==> config.mk <==
export PLATFORM = sky130hd
export DESIGN_NAME = add_reservation_station
export DESIGN_NICKNAME = d
export VERILOG_FILES = /design/src/rtl/tomasulo_defs.sv /design/src/rtl/add_reservation_station_exec.sv /design/src/rtl/add_reservation_station.sv
export SDC_FILE = /design/constraint.sdc
export NUM_CORES = 1
export LEC_CHECK = 0
export CAP_MARGIN = 20
export CORE_MARGIN = 2
export CORE_UTILIZATION = 35
export DETAILED_ROUTE_END_ITERATION = 6
export PLACE_DENSITY_LB_ADDON = 0.08
export SLEW_MARGIN = 20
export SYNTH_ARGS = -nofsm -noshare
export SYNTH_HDL_FRONTEND = slang
export SYNTH_HIERARCHICAL = 1
export SYNTH_SLANG_ARGS = --single-unit
export TNS_END_PERCENT = 1
==> constraint.sdc <==
create_clock -name Clock -period 3.1 [get_ports Clock]
set_input_delay 0.62 -clock Clock [delete_from_list [all_inputs] [get_ports Clock]]
set_output_delay 0.62 -clock Clock [all_outputs]
set_load 0.01 [all_outputs]
==> src/rtl/tomasulo_defs.sv <==
// Shared Tomasulo definitions: station tags, add/sub opcodes, station FSM states.
// Latency: none (declarations only).
// Backpressure: not applicable.
package tomasulo_defs;

    // Station tags; tag 0 means "value already present in V"
    localparam logic [2:0] FREE_REGISTER      = 3'd0;
    localparam logic [2:0] RES_STATION_ADD1   = 3'd1;
    localparam logic [2:0] RES_STATION_ADD2   = 3'd2;
    localparam logic [2:0] RES_STATION_LOAD1  = 3'd3;
    localparam logic [2:0] RES_STATION_LOAD2  = 3'd4;

    localparam logic OP_ADD = 1'b0;
    localparam logic OP_SUB = 1'b1;

    typedef enum logic [1:0] {
        ST_IDLE     = 2'd0,
        ST_WAIT_OPS = 2'd1,
        ST_EXEC     = 2'd2,
        ST_WRITE    = 2'd3
    } rs_state_t;

endpackage

==> src/rtl/add_reservation_station_exec.sv <==
// Latency counter plus registered 16-bit add/sub (modulo 2^16).
// Latency: result registered LATENCY cycles after the start edge.
// Backpressure: none; done is a strobe for the final counting cycle, result holds until the next run.
module add_sub_exec
    import tomasulo_defs::*;
#(
    parameter int LATENCY = 2
) (
    input  logic        clk,
    input  logic        reset,
    input  logic        start,
    input  logic        op,
    input  logic [15:0] a,
    input  logic [15:0] b,
    output logic        done,
    output logic [15:0] result
);

    logic        running;
    logic [3:0]  cnt;
    logic        op_q;
    logic [15:0] a_q;
    logic [15:0] b_q;

    // High in the cycle whose closing edge registers the result
    assign done = running && (cnt == 4'd0);

    // Load operands and counter on start, count down, register the result at zero
    always_ff @(posedge clk) begin
        if (reset) begin
            running <= 1'b0;
            cnt     <= 4'd0;
            op_q    <= OP_ADD;
            a_q     <= 16'h0000;
            b_q     <= 16'h0000;
            result  <= 16'h0000;
        end else if (start) begin
            running <= 1'b1;
            cnt     <= 4'(LATENCY - 1);
            op_q    <= op;
            a_q     <= a;
            b_q     <= b;
        end else if (running) begin
            if (cnt == 4'd0) begin
                running <= 1'b0;
                result  <= (op_q == OP_SUB) ? (a_q - b_q) : (a_q + b_q);
            end else begin
                cnt <= cnt - 4'd1;
            end
        end
    end

endmodule

==> src/rtl/add_reservation_station.sv <==
// Single-entry add/sub reservation station: issue, CDB operand snoop, execute, hold result for the arbiter.
// Latency: Done LATENCY edges after the edge on which the last operand becomes available.
// Backpressure: Issue ignored while Busy; Done/Q held until CDB_confirm is sampled in WRITE.
module add_reservation_station
    import tomasulo_defs::*;
#(
    parameter logic [2:0] TAG     = 3'd1,
    parameter int         LATENCY = 2
) (
    input  logic        Clock,
    input  logic        Reset,
    input  logic        Issue,
    input  logic        Op,
    input  logic [15:0] Vj,
    input  logic [15:0] Vk,
    input  logic [2:0]  Qj,
    input  logic [2:0]  Qk,
    input  logic        CDB_valid,
    input  logic [2:0]  Qi_CDB,
    input  logic [15:0] Qi_CDB_data,
    input  logic        CDB_confirm,
    output logic        Busy,
    output logic        Done,
    output logic [15:0] Q
);

    if (LATENCY < 1 || LATENCY > 15 || TAG == FREE_REGISTER) begin : g_bad_param
        $error("add_reservation_station: illegal LATENCY or TAG");
    end

    rs_state_t   state;
    logic        op_q;
    logic [15:0] vj_q, vk_q, vj_n, vk_n;
    logic [2:0]  qj_q, qk_q, qj_n, qk_n;
    logic        ops_ready;
    logic        exec_start;
    logic        exec_done;

    // Operand values/tags after this cycle's CDB snoop; in IDLE the snoop applies to the incoming issue
    always_comb begin
        vj_n = vj_q;
        vk_n = vk_q;
        qj_n = qj_q;
        qk_n = qk_q;
        if (state == ST_IDLE) begin
            vj_n = Vj;
            vk_n = Vk;
            qj_n = Qj;
            qk_n = Qk;
        end
        if (CDB_valid && (qj_n != FREE_REGISTER) && (Qi_CDB == qj_n)) begin
            vj_n = Qi_CDB_data;
            qj_n = FREE_REGISTER;
        end
        if (CDB_valid && (qk_n != FREE_REGISTER) && (Qi_CDB == qk_n)) begin
            vk_n = Qi_CDB_data;
            qk_n = FREE_REGISTER;
        end
    end

    assign ops_ready  = (qj_n == FREE_REGISTER) && (qk_n == FREE_REGISTER);
    assign exec_start = ops_ready &&
                        (((state == ST_IDLE) && Issue) || (state == ST_WAIT_OPS));

    add_sub_exec #(
        .LATENCY (LATENCY)
    ) u_exec (
        .clk    (Clock),
        .reset  (Reset),
        .start  (exec_start),
        .op     ((state == ST_IDLE) ? Op : op_q),
        .a      (vj_n),
        .b      (vk_n),
        .done   (exec_done),
        .result (Q)
    );

    // Station FSM with operand latches and registered Busy/Done
    always_ff @(posedge Clock) begin
        if (Reset) begin
            state <= ST_IDLE;
            Busy  <= 1'b0;
            Done  <= 1'b0;
            op_q  <= OP_ADD;
            vj_q  <= 16'h0000;
            vk_q  <= 16'h0000;
            qj_q  <= FREE_REGISTER;
            qk_q  <= FREE_REGISTER;
        end else begin
            case (state)
                ST_IDLE: begin
                    if (Issue) begin
                        op_q  <= Op;
                        vj_q  <= vj_n;
                        vk_q  <= vk_n;
                        qj_q  <= qj_n;
                        qk_q  <= qk_n;
                        Busy  <= 1'b1;
                        state <= ops_ready ? ST_EXEC : ST_WAIT_OPS;
                    end
                end
                ST_WAIT_OPS: begin
                    vj_q <= vj_n;
                    vk_q <= vk_n;
                    qj_q <= qj_n;
                    qk_q <= qk_n;
                    if (ops_ready) begin
                        state <= ST_EXEC;
                    end
                end
                ST_EXEC: begin
                    if (exec_done) begin
                        Done  <= 1'b1;
                        state <= ST_WRITE;
                    end
                end
                ST_WRITE: begin
                    if (CDB_confirm) begin
                        Busy  <= 1'b0;
                        Done  <= 1'b0;
                        state <= ST_IDLE;
                    end
                end
                default: state <= ST_IDLE;
            endcase
        end
    end

endmodule

==> results of run 1 <==
## cells by family after synthesis
kind of cell / after synthesis
AOI/OAI and AO/OA: 178
xor gates and xnor gates: 28
adders and majority gates: 22
buffers and inverters: 64
DFF: 97
muxes: 62
and+or+nand+nor: 256
## worst min-delay path by stage
| stage | startpoint | end | cells past startpoint |
|---|---|---|---|
| 5_1_grt | u_exec/result[1] | u_exec/result[1] | 2 |
| 2_1_floorplan | op_q | op_q | 2 |
| 3_5_place_dp | u_exec/result[5] | u_exec/result[5] | 2 |
| 3_3_place_gp | op_q | op_q | 2 |
| 4_1_cts | u_exec/result[3] | u_exec/result[3] | 2 |
| 6_report | u_exec/result[3] | u_exec/result[3] | 2 |
## final cells by class
type | instances | area, µm²
fill | 1674 | 9200
multi-input combinational | 546 | 3750
sequential | 97 | 1940
timing repair buffer | 115 | 1080
tap | 220 | 275
clock buffer | 12 | 246
inverter | 18 | 67.6
clock inverter | 4 | 28.8
## sequential cells by signal, indices dropped and copies added (netlist names), 2 cells and up
| signal | count |
|---|---|
| state | 2 |
| vj_q | 16 |
| u_exec/a_q | 16 |
| u_exec/result | 16 |
| u_exec/b_q | 16 |
| vk_q | 16 |
| qj_q | 3 |
| u_exec/cnt | 4 |
| qk_q | 3 |
## Yosys cell counts, types with 4 or more instances
master,instances
a211oi_1,14
a211oi_2,11
a21o_1,8
a21oi_1,48
a221oi_1,16
a22oi_1,5
a31oi_1,9
and3_1,4
buf_1,8
buf_2,7
buf_4,4
clkbuf_1,26
dfxtp_1,97
ha_1,21
inv_1,18
mux2i_1,56
nand2_1,35
nand2b_1,6
nand3_1,10
nand3b_1,16
nor2_1,131
nor2b_1,21
nor3_1,9
o211ai_1,5
o21ai_0,6
o22ai_1,18
o31ai_1,19
xnor2_1,21
xor2_1,6
## worst max-delay path, stage by stage (launching register included)
cell and delay, ps:
dfxtp_1 420, inv_1 120, ha_4 220, buf_4 180
mux2_1 340, nand2_1 120, o22ai_4 80, o221ai_2 230
a21oi_4 70, or2_2 400, or4_4 540, o211ai_2 130
## where the power goes
| group | switching [µW] | total [µW] | internal [µW] | leakage, µW |
|---|---|---|---|---|
| Clock | 505 | 1070 | 568 | 0.000129 |
| Sequential | 123 | 1590 | 1460 | 0.000788 |
| Combinational | 2110 | 3670 | 1560 | 0.00186 |
| Total | 2740 | 6330 | 3590 | 0.00278 |
## per-layer routing
layer | vias to the layer above | share of wire
met2 | 100 | 0.48
met4 | 0 | 0.0090
met1 | 2567 | 0.48
li1 | 2717 | -
met5 | - | 0
met3 | 11 | 0.034
## stage by stage
step / power (µW) / utilization / setup slack [ps] / hold WS (ps) / instance area [µm²]
global placement: 5190 / 0.427 / -7.71 / 442 / 7090
floorplan: 4230 / - / 38.3 / 434 / 5930
global route: 6780 / 0.446 / 7.99 / 477 / 7390
finish: 6330 / 0.446 / 171 / 454 / 7390
CTS: 6330 / 0.444 / 33.6 / 460 / 7360
detailed placement: 5230 / 0.427 / -49.3 / 450 / 7090
==> metrics.csv, run 1 <==
metric,value,unit
outcome,"finished, final reports clean",
r2r_slack,170,ps
diodes,0,
syn_area_per_cell,8.38,µm²
overflow,0,
synth-xor-area-share,0.0426,
total_leakage_power,0.00278,µW
yosysTopAreaCellShare,0.328,
port-buffer-count,80,
max_freq,0.341,GHz
drtIter0Drc,269,
avgRoutedWirePerCell,16.7,µm
finalSetupTns,0,ps
cts_buffer_depth,2,
ioPinCount,81,
final_common_cell,nor2_1,
slew_headroom,0.465,
start_kind,flop,
core_area,0.0166,mm²
grt_use_met2,0.329,
yosysWarnings,6,
totalWireLength,16900,µm
r2r_end,u_exec/result[15],
yosysSeqAreaShare,0.328,
synth.largest_area_cell,dfxtp_1,
grt_pass1_vias,5200,
die_w,134,µm
yosys.area_share.simple,0.209,
arrival,3210,ps
worst_slew_pin_slew,803,ps
layout.cells.non_filler,1012,
cts_sinks,97,
finalHoldViolCount,0,
crit_end,u_exec/result[15],
postSynth.asyncResetShare,0,
globalplace.congestion,0.843,
ant_nets,0,
synth_edf_count,0,
ir_worst_vdd,384,µV
cp.required,3380,ps
postCtsResizedCells,0,
slew_violations,0,
synth_adder_area_share,0.0477,
critPathKind,reg -> reg,
cts_tree,done,
ys_seq_elements,97,
layout_common_cells,"nor2_1 (131), dfxtp_1 (97), clkdlybuf4s50_1 (79), mux2i_1 (56), a21oi_1 (47)",
cts.htree.levels,3,
drive_gt1_frac,0.105,
power_density,857,mW/mm²
finalClockSkew,9.34,ps
cts_inserted_buffers,9,
synth_cells,707,
area_growth,24.7,%
drt_pass1_iterations,5,
cap_violations,0,
via_per_inst,5.33,
syn_nets,792,
synthMuxAreaShare,0.109,
antenna_found_initial,0,
num_vias,5395,
end_kind,flop,
dp.cells,996,
rsz0062_at_grt,no,
min_period,2930,ps
track_usage,0.191,
final_nets,872,
path_clk_slew,70,ps
min_path_type,reg -> reg,
synthFlopType,dfxtp_1,
hold_buffers,0,
initial_core_util,0.357,
synth_area,0.00593,mm²
fp.dieH,134,µm
synth_compound_area_frac,0.218,
cts-root-buf,clkbuf_16,
r2r_cells,11,
grt_util_met1,0.249,
r2r-start,state[0],
worstSkewPairLatency,350,ps
route.detailed.drc,0,
crit_start,state[0],
grt.busiest_layer,met2,
rows,47,
die_area,0.0180,mm²
synth.distinct_cells,67,
grt_max_degree,63,
post_cts_buffers,0,
setup_violations,0,
period_share,0.945,
detailed_place_hpwl,12400,µm
met3_usage,0.0412,
crit_fanout,9,
synth_top_family_by_area,compound AO/OA/AOI/OAI gates,
grt_pass1_wl,27300,µm
synthTopCellsByArea,"dfxtp_1 (33%), mux2i_1 (9.5%), nor2_1 (8.3%), ha_1 (4.4%), a21oi_1 (4.1%)",
Power figures use the tool's default switching activity.
==> run 2, diff against run 1 <==
--- a/config.mk
+++ b/config.mk
@@ -9,6 +9,7 @@
 export CORE_MARGIN = 2
 export CORE_UTILIZATION = 35
 export DETAILED_ROUTE_END_ITERATION = 6
+export GPL_TIMING_DRIVEN = 1
 export PLACE_DENSITY_LB_ADDON = 0.08
 export SLEW_MARGIN = 20
 export SYNTH_ARGS = -nofsm -noshare
==> results of run 2 <==
Final layout, timing and power as in run 1 (identical DEF).
==> run 3, diff against run 2 <==
--- a/config.mk
+++ b/config.mk
@@ -5,8 +5,8 @@
 export SDC_FILE = /design/constraint.sdc
 export NUM_CORES = 1
 export LEC_CHECK = 0
+export ABC_CLOCK_PERIOD_IN_PS = 3100
 export CAP_MARGIN = 20
-export CORE_MARGIN = 2
 export CORE_UTILIZATION = 35
 export DETAILED_ROUTE_END_ITERATION = 6
 export GPL_TIMING_DRIVEN = 1
==> metrics.csv, run 3 (synthesized netlist as in run 1, its figures left out) <==
metric,value,unit,change
total_leakage_power,0.00281,µW,+0.88%
period_share,0.964,,+0.0187
antenna_found_initial,0,,unchanged
r2r-start,state[1],,
avgRoutedWirePerCell,16.4,µm,-2.3%
grt_max_degree,50,,-21%
track_usage,0.201,,+0.00940
internal_power,3650,µW,+1.6%
dp.cells,1000,,+0.40%
start_kind,flop,,
rsz0062_at_grt,yes,,
drive_gt1_frac,0.112,,+0.00701
initial_core_util,0.357,,unchanged
min_period,2990,ps,+58.1 ps
final_common_cell,nor2_1,,
cts_inserted_buffers,9,,unchanged
r2r_cells,11,,unchanged
ioPinCount,81,,unchanged
holdWs,452,ps,-1.09 ps
detailed_place_hpwl,12300,µm,-0.32%
route.detailed.drc,0,,unchanged
seq_area,0.00194,mm²,unchanged
grt_pass1_wl,27700,µm,+1.7%
max_freq,0.335,GHz,-1.9%
layout.cells.non_filler,1016,,+0.40%
worstSkewPairLatency,340,ps,about the same
power_density,852,mW/mm²,-0.55%
crit_fanout,12,,+3
path_clk_slew,70,ps,about the same
finalHoldViolCount,0,,unchanged
r2r_slack,110,ps,-60 ps
hold_buffers,0,,unchanged
finalSetupTns,0,ps,unchanged
routed.top_layer,met4,,
met2_length,7730,µm,-5.2%
min_path_cells,2,,unchanged
wl_met3,511,µm,-13%
core_area,0.0166,mm²,unchanged
cts-root-buf,clkbuf_16,,
arrival,3260,ps,+50 ps
rows,47,,unchanged
drtIter0Drc,345,,+28%
cp.required,3370,ps,about the same
post_cts_buffers,0,,unchanged
cts_buffer_depth,2,,unchanged
finalClockSkew,5.93,ps,-3.42 ps
outcome,"finished, final reports clean",,
area_growth,25.3,%,
placed_cell_area,0.00712,mm²,+0.42%
fp.dieH,132,µm,-1.5%
ant_nets,0,,unchanged
min_to,u_exec/result[4],,
switching_power,2680,µW,-2.1%
end_kind,flop,,
port-buffer-count,80,,unchanged
switching_share,0.424,,-0.00909
slew_violations,0,,unchanged
cap_violations,0,,unchanged
setup_violations,0,,unchanged
wl_met1,8040,µm,-0.19%
hold_start,u_exec/result[4],,
fill_cells,1625,,-2.9%
diodes,0,,unchanged
layout_common_cells,"nor2_1 (131), dfxtp_1 (97), clkdlybuf4s50_1 (79), mux2i_1 (55), a21oi_1 (47)",,
totalWireLength,16600,µm,-1.9%
drt_pass1_iterations,4,,-1
die_w,132,µm,-1.5%
min_path_type,reg -> reg,,
slew_headroom,0.573,,+0.108
multi_input_area,0.00374,mm²,-0.40%
cts.htree.levels,3,,unchanged
die_area,0.0175,mm²,-3.0%
p_comb_frac,0.570,,-0.010
ir_worst_vdd,459,µV,+19%
critPathKind,reg -> reg,,
worst_slew_pin_slew,636,ps,-166 ps
pwr-share-clk,0.179,,+0.010
cts_tree,done,,
num_vias,5373,,-0.41%
globalplace.congestion,0.881,,+4.6%
design_area,0.00743,mm²,+0.54%
final_nets,876,,+0.46%
via_per_inst,5.29,,-0.80%
cts_sinks,97,,unchanged
overflow,0,,unchanged
p_seq_frac,0.250,,about the same
grt_pass1_vias,5377,,+3.4%
r2r_end,u_exec/result[15],,
==> run 3: worst max-delay path, stage by stage (launching register included) <==
cell	delay (ps)
dfxtp_1	330
inv_1	130
ha_2	230
buf_4	210
mux2i_1	420
mux2i_2	140
o22a_1	190
o221ai_2	100
a21oi_4	70
or2_2	420
or4_4	540
o211ai_2	140
==> run 3: worst max path at each step <==
| stage | start | end | slack, ps | cells past startpoint |
|---|---|---|---|---|
| finish | state[1] | u_exec/result[15] | 110 | 11 |
| global route | state[1] | u_exec/result[15] | -70 | 11 |
| CTS | state[1] | u_exec/result[15] | 100 | 11 |
| detailed placement | Qj[2] | u_exec/result[15] | -130 | 9 |
| global placement | Qj[2] | u_exec/result[15] | -50 | 9 |
| floorplan | state[0] | u_exec/result[12] | 40 | 15 |
==> run 3: power by group through the flow <==
stage / registers [µW] / clock network (µW) / logic [µW]
6_report: 1590 / 1140 / 3610
5_1_grt: 1610 / 1230 / 4020
4_1_cts: 1580 / 1170 / 3620
3_5_place_dp: 1610 / 0 / 3600
3_3_place_gp: 1600 / 0 / 3570
2_1_floorplan: 1590 / 0 / 2640
==> run 3: layout make-up <==
type | instances | area share
timing repair buffer | 119 | 0.149
multi-input combinational | 546 | 0.503
sequential | 97 | 0.261
inverter | 18 | 0.00910
clock inverter | 5 | 0.00741
clock buffer | 11 | 0.0327
tap | 220 | 0.0371
==> run 3: stage by stage <==
stage | total power [µW] | util | setup WS [ps]
floorplan | 4230 | - | 38.3
global placement | 5170 | 0.429 | -49.7
detailed placement | 5210 | 0.429 | -134
CTS | 6380 | 0.447 | 99.1
global route | 6860 | 0.448 | -69.2
finish | 6330 | 0.448 | 113
==> run 3: timing repair <==
| item | in CTS | in global routing |
|---|---|---|
| gates resized for setup | 0 | 4 |
| setup endpoints to repair | 0 | 53 |
| hold endpoints to repair | 0 | 0 |
==> run 3: routing by layer <==
| layer | global-route usage | vias to the layer above |
|---|---|---|
| met2 | 0.335 | 112 |
| met3 | 0.0250 | 16 |
| met5 | 0 | - |
| li1 | - | 2714 |
| met4 | 0.0704 | 0 |
| met1 | 0.266 | 2531 |
